[src/rtl/energy_frame_tx.sv]
// UART 8N1 framer for converted-voltage samples: buffers samples in a small FIFO
// and sends each one as SYNC, SEQ, DATA, CHK with CHK = SYNC ^ SEQ ^ DATA.
//
// state     | meaning
// IDLE      | line high, waiting for ena and a buffered sample
// START     | start bit (0) of the current byte
// DATA_BITS | eight data bits, LSB first
// STOP      | stop bit (1); chooses the next byte, the next frame or IDLE
module energy_frame_tx #(
  parameter int CLKS_PER_BIT = 16,
  parameter int FIFO_DEPTH   = 4
) (
  input  logic       clk,
  input  logic       rst_n,
  input  logic       ena,
  input  logic [7:0] sample_in,
  input  logic       sample_valid,
  output logic       sample_ready,
  output logic       tx,
  output logic       busy,
  output logic       overflow,
  output logic [7:0] seq
);

  localparam int              PW       = (FIFO_DEPTH > 1) ? $clog2(FIFO_DEPTH) : 1;
  localparam int              CNTW     = $clog2(FIFO_DEPTH + 1);
  localparam logic [15:0]     BIT_LAST = 16'(CLKS_PER_BIT - 1);
  localparam logic [CNTW-1:0] FULL     = CNTW'(FIFO_DEPTH);
  localparam logic [7:0]      SYNC     = 8'hA5;

  typedef enum logic [1:0] {IDLE, START, DATA_BITS, STOP} state_t;

  state_t          state;
  logic [7:0]      mem [FIFO_DEPTH];
  logic [PW-1:0]   wr_ptr;
  logic [PW-1:0]   rd_ptr;
  logic [CNTW-1:0] count;
  logic [15:0]     bit_cnt;
  logic [2:0]      bit_idx;
  logic [1:0]      byte_idx;
  logic [7:0]      shift;
  logic [7:0]      data_q;
  logic [7:0]      chk_q;
  logic [7:0]      head;
  logic            push;
  logic            pop;
  logic            fifo_has;
  logic            bit_end;
  logic            frame_end;

  assign sample_ready = (count != FULL);
  assign push         = sample_valid && sample_ready;
  assign fifo_has     = (count != '0);
  assign head         = mem[rd_ptr];
  assign bit_end      = (bit_cnt == '0);
  assign frame_end    = (state == STOP) && bit_end && (byte_idx == 2'd3);
  // A frame may start from IDLE or chain directly off the last stop bit.
  assign pop          = ena && fifo_has && ((state == IDLE) || frame_end);

  always_ff @(posedge clk) begin
    if (push) mem[wr_ptr] <= sample_in;
  end

  // Depth is a power of two, so the pointers wrap naturally.
  always_ff @(posedge clk or negedge rst_n) begin
    if (!rst_n) begin
      wr_ptr   <= '0;
      rd_ptr   <= '0;
      count    <= '0;
      overflow <= 1'b0;
    end else begin
      if (push) wr_ptr <= wr_ptr + 1'b1;
      if (pop)  rd_ptr <= rd_ptr + 1'b1;
      if (push && !pop)      count <= count + 1'b1;
      else if (pop && !push) count <= count - 1'b1;
      if (sample_valid && !sample_ready) overflow <= 1'b1;
    end
  end

  always_ff @(posedge clk or negedge rst_n) begin
    if (!rst_n) begin
      state    <= IDLE;
      tx       <= 1'b1;
      busy     <= 1'b0;
      seq      <= 8'h00;
      bit_cnt  <= '0;
      bit_idx  <= '0;
      byte_idx <= '0;
      shift    <= '0;
      data_q   <= '0;
      chk_q    <= '0;
    end else begin
      case (state)
        IDLE: begin
          if (pop) begin
            data_q   <= head;
            chk_q    <= SYNC ^ seq ^ head;
            shift    <= SYNC;
            byte_idx <= 2'd0;
            bit_cnt  <= BIT_LAST;
            tx       <= 1'b0;
            busy     <= 1'b1;
            state    <= START;
          end
        end
        START: begin
          if (bit_end) begin
            bit_cnt <= BIT_LAST;
            bit_idx <= 3'd0;
            tx      <= shift[0];
            state   <= DATA_BITS;
          end else begin
            bit_cnt <= bit_cnt - 16'd1;
          end
        end
        DATA_BITS: begin
          if (bit_end) begin
            bit_cnt <= BIT_LAST;
            if (bit_idx == 3'd7) begin
              tx    <= 1'b1;
              state <= STOP;
            end else begin
              shift   <= shift >> 1;
              tx      <= shift[1];
              bit_idx <= bit_idx + 3'd1;
            end
          end else begin
            bit_cnt <= bit_cnt - 16'd1;
          end
        end
        STOP: begin
          if (bit_end) begin
            bit_cnt <= BIT_LAST;
            if (byte_idx != 2'd3) begin
              byte_idx <= byte_idx + 2'd1;
              tx       <= 1'b0;
              state    <= START;
              case (byte_idx)
                2'd0:    shift <= seq;
                2'd1:    shift <= data_q;
                default: shift <= chk_q;
              endcase
            end else begin
              seq <= seq + 8'd1;
              // Chained frame carries the already-incremented sequence number.
              if (pop) begin
                data_q   <= head;
                chk_q    <= SYNC ^ (seq + 8'd1) ^ head;
                shift    <= SYNC;
                byte_idx <= 2'd0;
                tx       <= 1'b0;
                state    <= START;
              end else begin
                tx    <= 1'b1;
                busy  <= 1'b0;
                state <= IDLE;
              end
            end
          end else begin
            bit_cnt <= bit_cnt - 16'd1;
          end
        end
        default: state <= IDLE;
      endcase
    end
  end

endmodule

[config.mk]
export PLATFORM = sky130hd
export DESIGN_NAME = energy_frame_tx
export DESIGN_NICKNAME = d
export VERILOG_FILES = /design/src/rtl/energy_frame_tx.sv
export SDC_FILE = /design/constraint.sdc
export NUM_CORES = 1
export LEC_CHECK = 0
export ABC_AREA = 1
export BUFFER_PORTS_ARGS = -buffer_cell sky130_fd_sc_hd__buf_2
export CELL_PAD_IN_SITES_DETAIL_PLACEMENT = 0
export CELL_PAD_IN_SITES_GLOBAL_PLACEMENT = 1
export CORE_MARGIN = 1.5
export CORE_UTILIZATION = 51
export CTS_CLUSTER_DIAMETER = 100
export DETAILED_ROUTE_END_ITERATION = 16
export GPL_TIMING_DRIVEN = 0
export PLACE_DENSITY = 0.87
export SLEW_MARGIN = 20
export SYNTH_ARGS = -nofsm -noshare
export SYNTH_HDL_FRONTEND = slang
export SYNTH_SLANG_ARGS = --single-unit
[constraint.sdc]
create_clock -name clk -period 6.5 [get_ports clk]
set_clock_uncertainty 0.05 [all_clocks]
set_input_delay 1.3 -clock clk [delete_from_list [all_inputs] [get_ports clk]]
set_output_delay 1.3 -clock clk [all_outputs]
set_load 0.02 [all_outputs]
Word-level counts from Yosys, hierarchy flattened

Memories as Yosys holds them, arrays and structs flattened.
Cells that the tools add are included.

$add $sub $neg: 8
Eq/ne operators: 17
Multiplexer cells: 52
Bitwise logic cells: 5
Reductions and logical operators: 30

Operator list:

| kind                                               | number |
|---|---|
| two-way mux 8 bit                                  | 12 |
| case mux 8 bit (2 select lines)                    | 3 |
| two-way mux 16 bit                                 | 2 |
| case mux 16 bit (2 select lines)                   | 1 |
| case mux 8 bit (3 select lines)                    | 1 |
| != test 2 bit, second input constant               | 10 |
| zero test 16 bit                                   | 1 |
| two-way mux 2 bit                                  | 8 |
| subtractor 16 x 1 -> 16 bit, second input constant | 1 |
| bitwise XOR 8 bit                                  | 2 |
| two-way mux 1 bit                                  | 15 |
| two-way mux 3 bit                                  | 5 |
| AND reduction 5 bit                                | 3 |
| AND reduction 4 bit                                | 3 |
| adder 8 x 1 -> 8 bit, second input constant        | 1 |
| logical AND 1 bit                                  | 8 |
| inverter 4 bit                                     | 2 |
| case mux 2 bit (4 select lines)                    | 1 |
| adder 2 x 1 -> 2 bit, second input constant        | 3 |
| adder 3 x 1 -> 3 bit, second input constant        | 2 |
| equality test 2 bit, second input constant         | 3 |
| case mux 3 bit (2 select lines)                    | 1 |
| AND reduction 3 bit                                | 2 |
| nonzero test 2 bit                                 | 3 |
| other kinds (14)                                   | 19 |

Register bits: 65
Memory bits (writable): 32
Memories: 1

Memories:

| name | depth | bits a word | read ports | clocked after memory_dff | write ports | RTL line | RTL |
|---|---|---|---|---|---|---|---|
| mem  | 4     | 8           | 1          | 0                        | 1           | 34       | `logic [7:0] mem [FIFO_DEPTH];` |

Longest topological paths before layout

Gate-level depths: netlist (run 1).

Depth after elaboration: 9
Mapped depth: 13
Mapped depth without buffers: 13

Least setup slack after synthesis (run 1)

No wires, ideal clock.

Path kind: input -> register
Start: input port ena
End: register count[2]
Library setup time: 0.131 ns
Data arrival time: 2.575 ns
Required time: 6.319 ns
Slack: 3.744 ns
Stages on the path: 9
Cells stage by stage: nand2_1 > inv_1 > nand2_4 > ha_1 > inv_1 > fa_1 > a21oi_1 > o21ai_0 > xor2_1

Word-level cells in the longest chain between the ends: 5

RTL lines:

| item                                                    | RTL line | RTL |
|---|---|---|
| start: declaration                                      | 15       | `input logic ena,` |
| logical AND 1 bit * (2 in series)                       | 58       | `assign pop = ena && fifo_has && ((state == IDLE) \|\| frame_end);` |
| zero test 1 bit                                         | 74       | `if (push && !pop) count <= count + 1'b1;` |
| logical AND 1 bit                                       | 74       |  |
| two-way mux 3 bit or nonzero test 2 bit (tied branches) | --       |  |
| end signal: assignment                                  | 74       |  |
| end signal: assignment                                  | 75       | `else if (pop && !push) count <= count - 1'b1;` |
| end: declaration                                        | 37       | `logic [CNTW-1:0] count;` |

Every way passes the cells marked *; elsewhere a longest branch is shown, timed or not.
A chain may end at the register's enable or synchronous reset.

Worst setup path in the final report (run 1)

Ends and elaborated chain as after synthesis.

==> flow_metrics.env, run 1 <==
export IMPL_status="finished clean"
export IMPL_postCtsSetupBuffers=0
export IMPL_p_leak_nw=2.59
export IMPL_design_core_area_um2=9770
export IMPL_cp_common_cell="inv_1"
export IMPL_r2r_setup_slack_ns=3.93
export IMPL_r2r_start="bit_cnt[0]"
export IMPL_maxSlewViolCount=0
export IMPL_grt_overflow_total=0
export IMPL_ys_ff_latch=97
export IMPL_initial_utilization_pct=52.4
export IMPL_setup_tns_ns=0
export IMPL_cts_hold_buf=0
export IMPL_maxCapViolCount=0
export IMPL_place_congestion=0.832
export IMPL_synth_fa_ha_area_share_pct=4.30
export IMPL_drt_pass1_iterations=5
export IMPL_dpl_cell_area_um2=5430
export IMPL_hold_class="flop to flop"
export IMPL_clk_pin_slew_worst_paths_ns=0.10
export IMPL_tightestPinTransition_ns=0.792
export IMPL_switching_share_pct=27.5
export IMPL_worstSetupStartpointType="input port"
export IMPL_synth_main_ff_cell="dfrtp_1"
export IMPL_max_freq_mhz=370
export IMPL_grt_use_total_pct=22.0
export IMPL_ir_drop_mv=0.163
export IMPL_ys_async_sr_fraction_pct=67.0
export IMPL_finalSetupViolCount=0
export IMPL_path_cells="buf_2 -> nand2_1 -> inv_1 -> nand2_4 -> ha_1 -> inv_1 -> fa_1 -> a21oi_1 -> o21ai_0 -> xor2_1"
export IMPL_cts_tree="done"
export IMPL_grt_pass1_wl_mm=17.8
export IMPL_synth_nets=616
export IMPL_synthDistinctLibCells=42
export IMPL_syn_inst=587
export IMPL_drcViolationCount=0
export IMPL_cts_root_buf="clkbuf_8"
export IMPL_cts_sinks=97
export IMPL_intPower_uw=927
export IMPL_cts_resized=0
export IMPL_rsz0062_at_grt="no"
export IMPL_grt_max_degree=34
export IMPL_clkLatencyLatePin_ns=0.36
export IMPL_synth_top_family_by_area="simple AND/OR/NAND/NOR gates"
export IMPL_num_vias=3989
export IMPL_synth_edff_count=32
export IMPL_ys_seq_area_share_pct=50.5
export IMPL_vias_per_cell=5.25
export IMPL_fin_crit_sh_pct=41.6
export IMPL_antenna_found_initial=0
export IMPL_crit_end="count[2]"
export IMPL_crit_path_end_kind="flop"
export IMPL_crit_start="ena"
export IMPL_htree_levels=3
export IMPL_synthXorXnorAreaFrac_pct=3.42
export IMPL_worst_path_stages=10
export IMPL_diodes=0
export IMPL_cp_num_buf_inv=3
export IMPL_worst_ep_arrival_time_ns=2.90
export IMPL_num_rows=36
export IMPL_die_h_um=103
export IMPL_synth_compound_area_share_pct=11.3
export IMPL_layout_drive_gt1_share_pct=14.5
export IMPL_synthMuxAreaShare_pct=0
export IMPL_synth_simple_area_share_pct=24.1
export IMPL_fin_area_um2=5630
export IMPL_required_ns=6.69
export IMPL_period_needed_ns=2.70
export IMPL_first_global_vias=3679
export IMPL_clk_path_buf_depth=2
export IMPL_io_pins=24
export IMPL_initialDrtViolationCount=188
export IMPL_dieArea_um2=10700
export IMPL_critical_path_top_delay_family="adder cells"
export IMPL_worstPathMaxFanout=6
export IMPL_synthToLayoutAreaGrowth_pct=9.89
export IMPL_ys_warn_count=0
export IMPL_p_switching_uw=352
export IMPL_combPwrFrac_pct=12.0
export IMPL_hold_viol=0
export IMPL_wire_per_inst_um=14.2
export IMPL_reg2reg_depth=12
export IMPL_netlist_area_um2=5120
export IMPL_drt_wl_total_mm=10.8
export IMPL_numCtsBuffers=9
export IMPL_seqPwrFrac_pct=56.1
export IMPL_slew_limit_headroom_pct=47.0
export IMPL_p_per_area_nw_per_um2=227
export IMPL_numPortBuffers=23
export IMPL_slowest_delay_ns=0.38
export IMPL_drtAntennaViolNets=0
export IMPL_reg2reg_to="count[1]"
export IMPL_clkPwrFrac_pct=31.9
export IMPL_avgSynthCellArea_um2=8.73
export IMPL_hpwl_mm=7.95
export IMPL_critical_path_class="input port to flop"
export IMPL_slowest_stage="fa_1"
export IMPL_dieWidth_um=103
export IMPL_nets=651
-- synthesized netlist by cell type, drive strengths merged, types with 2 or more instances --
master  count  area [µm²]
xnor2       3        26.3
nand2     168         683
a22oi       2        15.0
clkbuf      5        18.8
nand4       5        52.6
inv        64         240
ha         16         200
buf         7        56.3
xor2       17         149
o21ai      52         294
dfrtp      64        1600
nand3      48         245
clkinv      3        12.5
a21oi      34         170
nor2       46         220
nor3        3        20.0
edfxtp     32         961
o22ai       8        50.1
-- power by group through the flow --
stage               sequential (mW)  combinational (mW)  clock [mW]
global placement              0.727               0.147           0
floorplan                     0.728               0.100           0
finish                        0.717               0.154       0.408
CTS                           0.718               0.157       0.418
detailed placement            0.731               0.156           0
global route                  0.723               0.174       0.446
-- registers in the layout (all words and copies together) (netlist names) --
register and cells:
bit_cnt 16, bit_idx 3, busy 1, byte_idx 2
chk_q 8, count 3, data_q 8, mem 32
overflow 1, rd_ptr 2, seq 8, shift 8
state 2, tx 1, wr_ptr 2
-- tightest hold or removal path: stages, from the launching register on --
cell and delay [ns]:
dfstp_2 0.38, nand2_1 0.05, nand2_1 0.05
-- placed cells by master (no fill, tap or decap), types with 2 or more instances in the layout --
cell / instances
a21oi_1: 34
a22oi_1: 2
buf_2: 25
buf_4: 2
buf_6: 3
clkbuf_1: 6
clkbuf_8: 9
clkinv_1: 2
dfrtp_1: 64
edfxtp_1: 32
ha_1: 16
inv_1: 56
inv_2: 8
inv_6: 2
nand2_1: 153
nand2_2: 12
nand2_4: 3
nand3_1: 47
nand4_1: 3
nor2_1: 39
nor2_4: 6
nor3_1: 2
o21ai_0: 36
o21ai_1: 7
o21ai_2: 9
o22ai_1: 8
xnor2_1: 3
xor2_1: 17
-- how the worst min path moves through the flow --
stage | start | cells after the start | to
after floorplan | shift[1] | 2 | shift[1]
after global placement | tx | 2 | tx
after detailed placement | shift[4] | 2 | shift[4]
after CTS | tx | 2 | tx
after global routing | shift[6] | 2 | shift[6]
final | tx | 2 | tx
-- kinds of logic (layout without fill, tap and decap cells) --
group / Yosys count / in the layout
simple gates: 272 / 272
compound gates: 102 / 102
flops: 97 / 97
buf+inv: 79 / 119
xor+xnor: 20 / 20
fa+ha+maj: 17 / 17
-- area by class of cell --
type	instances	area, µm²
flip-flops and latches	97	2590
multi-input cells	411	2210
fillers	902	4140
clock buffers	10	128
repair buffers	24	138
plain buffers	12	75.1
clock inverters	6	75.1
well taps	133	166
inverters	67	253
-- per-stage QoR --
step | setup slack (ns) | utilization (%) | hold slack, ns | power (mW) | std cells
2_1_floorplan | 3.74 | - | 0.392 | 0.829 | 587
3_3_place_gp | 3.43 | 55.3 | 0.405 | 0.874 | 743
3_5_place_dp | 3.40 | 55.5 | 0.416 | 0.886 | 744
4_1_cts | 3.79 | 57.6 | 0.432 | 1.29 | 760
5_1_grt | 3.71 | 57.6 | 0.457 | 1.34 | 760
6_report | 3.80 | 57.6 | 0.428 | 1.28 | 760
-- routing by layer --
layer / routed length, µm / vias up / GRT usage (%) / part of all wire, %
li1: - / 1995 / - / -
met1: 5270 / 1901 / 31.6 / 49
met4: 184 / 0 / 7.90 / 1.7
met3: 373 / 16 / 2.89 / 3.5
met5: 0 / - / 0 / 0
met2: 4960 / 77 / 34.5 / 46
(Power assumes the default switching activity.)
==> inputs of run 2 (changes only) <==
--- a/config.mk
+++ b/config.mk
@@ -10,11 +10,11 @@
 export CELL_PAD_IN_SITES_DETAIL_PLACEMENT = 0
 export CELL_PAD_IN_SITES_GLOBAL_PLACEMENT = 1
 export CORE_MARGIN = 1.5
-export CORE_UTILIZATION = 51
+export CORE_UTILIZATION = 47
 export CTS_CLUSTER_DIAMETER = 100
 export DETAILED_ROUTE_END_ITERATION = 16
 export GPL_TIMING_DRIVEN = 0
-export PLACE_DENSITY = 0.87
+export PLACE_DENSITY = 0.81
 export SLEW_MARGIN = 20
 export SYNTH_ARGS = -nofsm -noshare
 export SYNTH_HDL_FRONTEND = slang
==> constraint.sdc (replaced) <==
create_clock -name clk -period 2.8 [get_ports clk]
set_clock_uncertainty 0.05 [all_clocks]
set_input_delay 0.56 -clock clk [delete_from_list [all_inputs] [get_ports clk]]
set_output_delay 0.56 -clock clk [all_outputs]
set_load 0.02 [all_outputs]
==> run 2 against run 1 <==
Combinational power is 130% higher. Sequential cell count unchanged. Hold slack lost 0.41 ns. Cell count is 0.39% higher. Sequential share of layout area fell by 0.16 points. First-iteration DRC count increased by 30%. Core utilization decreased by 3.6 points. Routed wire length rose by 1.4%. Critical path type is now flop to flop.
==> flow_metrics.env, run 2 (synthesized netlist as in run 1, its figures left out) <==
export IMPL_grt_max_degree=42
export IMPL_p_leak_nw=2.60
export IMPL_switching_share_pct=28.4
export IMPL_p_switching_uw=858
export IMPL_crit_path_end_kind="flop"
export IMPL_drt_wl_total_mm=10.9
export IMPL_hpwl_mm=7.97
export IMPL_r2r_setup_slack_ns=0.23
export IMPL_slowest_delay_ns=0.45
export IMPL_die_h_um=107
export IMPL_final_cell_mix="nand2_1, dfrtp_1, inv_1, nand3_1, nor2_1"
export IMPL_worstPathMaxFanout=8
export IMPL_grt_overflow_total=0
export IMPL_status="finished clean"
export IMPL_hold_slack_ns=0.0158
export IMPL_regArea_um2=2590
export IMPL_final_common_cell="nand2_1"
export IMPL_drt_pass1_iterations=5
export IMPL_path_cells="ha_1 -> nand2_1 -> inv_1 -> nand4_4 -> nand2_2 -> nand2_4 -> ha_1 -> inv_1 -> fa_1 -> a21oi_1 -> o21ai_0 -> xor2_1"
export IMPL_intPower_mw=2.17
export IMPL_numPortBuffers=23
export IMPL_r2r_start="state[0]"
export IMPL_maxCapViolCount=0
export IMPL_vias_per_cell=5.19
export IMPL_clk_pin_slew_worst_paths_ns=0.11
export IMPL_drcViolationCount=0
export IMPL_place_congestion=0.788
export IMPL_cp_num_buf_inv=2
export IMPL_wl_met2_mm=4.82
export IMPL_reg2reg_depth=12
export IMPL_io_pins=24
export IMPL_top_regs="mem (32), bit_cnt (16)"
export IMPL_reg2reg_to="count[2]"
export IMPL_nets=651
export IMPL_met3_length_um=395
export IMPL_m1WireLength_mm=5.48
export IMPL_fin_crit_sh_pct=91.9
export IMPL_antenna_found_initial=0
export IMPL_cts_root_buf="clkbuf_8"
export IMPL_max_freq_mhz=388
export IMPL_critical_path_class="flop to flop"
export IMPL_num_rows=37
export IMPL_combPwrFrac_pct=11.6
export IMPL_numCtsBuffers=9
export IMPL_dieWidth_um=107
export IMPL_seqPwrFrac_pct=55.0
export IMPL_finalSetupViolCount=0
export IMPL_wire_per_inst_um=14.3
export IMPL_p_per_area_nw_per_um2=535
export IMPL_fillCellCount=1004
export IMPL_period_needed_ns=2.57
export IMPL_worstSetupStartpointType="flop"
export IMPL_maxSlewViolCount=0
export IMPL_ir_drop_mv=0.445
export IMPL_cts_tree="done"
export IMPL_fin_area_um2=5650
export IMPL_multi_input_area_um2=2210
export IMPL_drtAntennaViolNets=0
export IMPL_critical_path_top_delay_family="adder cells"
export IMPL_initial_utilization_pct=49.0
export IMPL_top_layer="met4"
export IMPL_clk_path_buf_depth=2
export IMPL_initialDrtViolationCount=244
export IMPL_clkLatencyLatePin_ns=0.38
export IMPL_dieArea_um2=11500
export IMPL_setup_tns_ns=0
export IMPL_layout_drive_gt1_share_pct=14.8
export IMPL_grt_pass1_wl_mm=18.6
export IMPL_worst_ep_arrival_time_ns=2.79
export IMPL_rsz0062_at_grt="no"
export IMPL_dpl_cell_area_um2=5430
export IMPL_largest_register="mem"
export IMPL_hold_class="input port to async pin"
export IMPL_slew_limit_headroom_pct=46.8
export IMPL_hold_viol=0
export IMPL_synthToLayoutAreaGrowth_pct=10.3
export IMPL_cts_sinks=97
export IMPL_slowest_stage="dfrtp_2"
export IMPL_clkPwrFrac_pct=33.4
export IMPL_largest_reg_flops=32
export IMPL_required_ns=3.01
export IMPL_first_global_vias=3766
export IMPL_tightestPinTransition_ns=0.795
export IMPL_diodes=0
export IMPL_htree_levels=3
export IMPL_grt_use_total_pct=20.8
export IMPL_num_vias=3959
export IMPL_design_core_area_um2=10500
-- run 2: cell types whose count changed in the layout (fill, tap and decap cells not counted) --
cell,previous run,this run
clkinv_4,1,0
dfrtp_1,64,63
clkbuf_1,6,5
inv_6,2,1
clkinv_8,0,1
inv_8,1,3
dfrtp_2,0,1
-- run 2: area by class of cell --
class                      count  area share (%)
sequential                    97            45.8
buffer                        12            1.33
timing repair buffer          24            2.43
clock buffer                   9            2.19
inverter                      67            4.47
tap                          136            3.01
clock inverter                 7            1.70
multi-input combinational    411            39.0
-- run 2: per-stage QoR --
step                      util [%]  power (mW)  worst slack (ns)  instances
final                         54.0        3.02             0.226        763
after global routing          54.0        3.18           0.00507        763
after CTS                     54.0        3.06             0.227        763
after detailed placement      51.9        2.05             0.251        747
after global placement        51.7        2.03             0.269        746
after floorplan                  -        1.92             0.557        587
-- run 2: worst max path at each step --
stage / slack [ns] / start / cells past startpoint / to
global route: 0.005 / state[0] / 12 / count[2]
floorplan: 0.56 / bit_cnt[0] / 13 / count[2]
detailed placement: 0.25 / state[0] / 12 / count[2]
finish: 0.23 / state[0] / 12 / count[2]
global placement: 0.27 / state[0] / 12 / count[2]
CTS: 0.23 / state[0] / 12 / count[2]
-- run 2: timing repair --
action	in CTS	in global routing
hold buffers	0	0
buffers inserted	0	0
resized for setup	0	1
endpoints found under the setup margin	0	1
-- run 2: layer usage --
| layer | vias to the layer above | track usage (%) |
|---|---|---|
| li1 | 2007 | - |
| met3 | 19 | 3.87 |
| met5 | - | 0 |
| met4 | 0 | 7.14 |
| met2 | 85 | 31.3 |
| met1 | 1848 | 30.1 |
-- run 2: power groups by stage --
stage | Clock (mW) | Sequential (mW) | Combinational [mW]
floorplan | 0 | 1.69 | 0.233
detailed placement | 0 | 1.69 | 0.357
global placement | 0 | 1.69 | 0.341
CTS | 1.03 | 1.67 | 0.358
finish | 1.01 | 1.66 | 0.351
global route | 1.10 | 1.67 | 0.409
==> inputs of run 3 (changes only) <==
--- a/config.mk
+++ b/config.mk
@@ -10,11 +10,11 @@
 export CELL_PAD_IN_SITES_DETAIL_PLACEMENT = 0
 export CELL_PAD_IN_SITES_GLOBAL_PLACEMENT = 1
 export CORE_MARGIN = 1.5
-export CORE_UTILIZATION = 47
+export CORE_UTILIZATION = 43
 export CTS_CLUSTER_DIAMETER = 100
 export DETAILED_ROUTE_END_ITERATION = 16
 export GPL_TIMING_DRIVEN = 0
-export PLACE_DENSITY = 0.81
+export PLACE_DENSITY = 0.78
 export SLEW_MARGIN = 20
 export SYNTH_ARGS = -nofsm -noshare
 export SYNTH_HDL_FRONTEND = slang
==> constraint.sdc (replaced) <==
create_clock -name clk -period 2.15 [get_ports clk]
set_clock_uncertainty 0.05 [all_clocks]
set_input_delay 0.43 -clock clk [delete_from_list [all_inputs] [get_ports clk]]
set_output_delay 0.43 -clock clk [all_outputs]
set_load 0.02 [all_outputs]
==> run 3 against run 2 <==
The flow now finishes with violations (design-rule violations). Sequential power up 30%. Global-route usage shrank 1.3 points. Worst setup slack worse by 0.18 ns. Critical path depth fell by 1. Largest power group unchanged.
==> flow_metrics.env, run 3 (synthesized netlist as in run 1, its figures left out) <==
export IMPL_numPlacedInstances=754
export IMPL_fin_area_um2=6070
export IMPL_die_h_um=112
export IMPL_drt_wl_total_mm=11.5
export IMPL_place_congestion=0.836
export IMPL_grt_use_met3_pct=2.65
export IMPL_dieArea_um2=12600
export IMPL_regArea_um2=2590
export IMPL_nets=677
export IMPL_wire_per_inst_um=14.4
export IMPL_p_leak_nw=2.72
export IMPL_top_usage_layer="met2"
export IMPL_drt_pass1_iterations=11
export IMPL_slowest_delay_ns=0.40
export IMPL_grt_max_degree=48
export IMPL_critical_path_top_delay_family="adder cells"
export IMPL_synthToLayoutAreaGrowth_pct=18.5
export IMPL_hpwl_mm=8.08
export IMPL_fillCellCount=1056
export IMPL_layout_drive_gt1_share_pct=21.3
export IMPL_fin_crit_sh_pct=97.7
export IMPL_dpl_cell_area_um2=5460
export IMPL_rsz0062_at_grt="yes"
export IMPL_antenna_found_initial=0
export IMPL_worstPathMaxFanout=3
export IMPL_finalSetupViolCount=0
export IMPL_required_ns=2.34
export IMPL_worst_ep_arrival_time_ns=2.29
export IMPL_dieWidth_um=112
export IMPL_io_pins=24
export IMPL_slew_limit_headroom_pct=47.5
export IMPL_grt_use_total_pct=19.5
export IMPL_initial_utilization_pct=44.5
export IMPL_final_cells=796
export IMPL_first_global_vias=3953
export IMPL_slowest_stage="dfrtp_1"
export IMPL_hold_class="input port to flop"
export IMPL_grt_overflow_total=0
export IMPL_design_core_area_um2=11500
export IMPL_drtAntennaViolNets=0
export IMPL_htree_levels=3
export IMPL_grt_pass1_wl_mm=19.4
export IMPL_ir_drop_mv=0.630
export IMPL_cts_tree="done"
export IMPL_grt_use_met2_pct=30.4
export IMPL_final_util_pct=52.7
export IMPL_crit_path_end_kind="flop"
export IMPL_top_regs="mem (32), bit_cnt (16)"
export IMPL_tightestPinTransition_ns=0.784
export IMPL_clk_pin_slew_worst_paths_ns=0.07
export IMPL_critical_path_class="flop to flop"
export IMPL_num_rows=39
export IMPL_max_freq_mhz=476
export IMPL_clk_path_buf_depth=2
export IMPL_cts_root_buf="clkbuf_16"
export IMPL_diodes=0
export IMPL_clkLatencyLatePin_ns=0.36
export IMPL_largest_reg_flops=32
export IMPL_cp_num_buf_inv=3
export IMPL_maxSlewViolCount=0
export IMPL_worstSetupStartpointType="flop"
export IMPL_hold_viol=0
export IMPL_final_common_cell="nand2_1"
export IMPL_setup_tns_ns=0
export IMPL_final_cell_mix="nand2_1, dfrtp_1, inv_1, nand3_1, nor2_1"
export IMPL_numPortBuffers=23
export IMPL_p_per_area_nw_per_um2=726
export IMPL_largest_register="mem"
export IMPL_num_vias=4104
export IMPL_period_needed_ns=2.10
export IMPL_maxCapViolCount=0
export IMPL_violations="design-rule violations"
export IMPL_drcViolationCount=2
export IMPL_status="complete, but fails checks"
export IMPL_hold_slack_ns=0.234
export IMPL_initialDrtViolationCount=283
export IMPL_cts_sinks=97
export IMPL_vias_per_cell=5.16
export IMPL_multi_input_area_um2=2310
export IMPL_use_met1_pct=28.1
export IMPL_path_cells="inv_1 -> nand3_1 -> nand2_2 -> clkinvlp_4 -> nand2_8 -> ha_4 -> inv_4 -> fa_2 -> a21oi_2 -> o21ai_1 -> xor2_1"
export IMPL_numCtsBuffers=9
==> run 3: cell types whose count changed in the layout (fill, tap and decap cells not counted), moves of 5 or more <==
| cell | previous run | this run |
|---|---|---|
| buf_4 | 2 | 27 |
| clkbuf_16 | 0 | 9 |
| clkbuf_8 | 9 | 0 |
| ha_1 | 16 | 11 |
| inv_1 | 56 | 47 |
| inv_2 | 8 | 13 |
==> run 3: layout make-up <==
type                    instances  share of cell area [%]
plain buffers                  12                    1.24
clock buffers                   9                    3.71
clock inverters                 7                    1.40
inverters                      67                    4.35
multi-input cells             411                    38.0
flip-flops and latches         97                    42.7
well taps                     143                    2.95
repair buffers                 50                    5.65
==> run 3: routing by layer <==
metal	vias to the layer above	share of wire (%)
met5	-	0
met4	0	1.5
met3	13	3.3
met2	74	46
met1	1950	49
li1	2067	-
==> run 3: where the power goes <==
| part | total [mW] | internal (mW) | switching (mW) | leakage [nW] |
|---|---|---|---|---|
| combinational | 0.550 | 0.200 | 0.350 | 1.54 |
| clock | 1.70 | 0.929 | 0.767 | 0.153 |
| sequential | 2.16 | 2.10 | 0.0616 | 1.03 |
==> run 3: timing repair <==
| action | CTS | global route |
|---|---|---|
| pin swaps | 4 | 9 |
| hold endpoints to repair | 18 | 0 |
| setup endpoints to repair | 2 | 2 |
| resized for setup | 11 | 19 |
| buffers inserted | 9 | 16 |
| hold buffers | 1 | 0 |
==> run 3: metrics by stage <==
step,power [mW],setup WS (ns)
after floorplan,2.51,-0.00683
after global placement,2.65,-0.250
after detailed placement,2.69,-0.268
after CTS,4.42,0.00601
after global routing,4.64,-0.0506
final,4.41,0.0497
==> run 3: final timing paths <==
| path | from | end | slack [ns] | cells after the start |
|---|---|---|---|---|
| max in group asynchronous | rst_n | tx | 1.03 | 3 |
| hold / removal | sample_in[6] | mem[2][6] | 0.23 | 1 |
| min in group asynchronous | rst_n | bit_cnt[13] | 0.46 | 2 |
| setup / recovery | count[1] | count[2] | 0.05 | 11 |
| setup reg to reg | count[1] | count[2] | 0.05 | 11 |
| hold reg to reg | tx | tx | 0.42 | 2 |
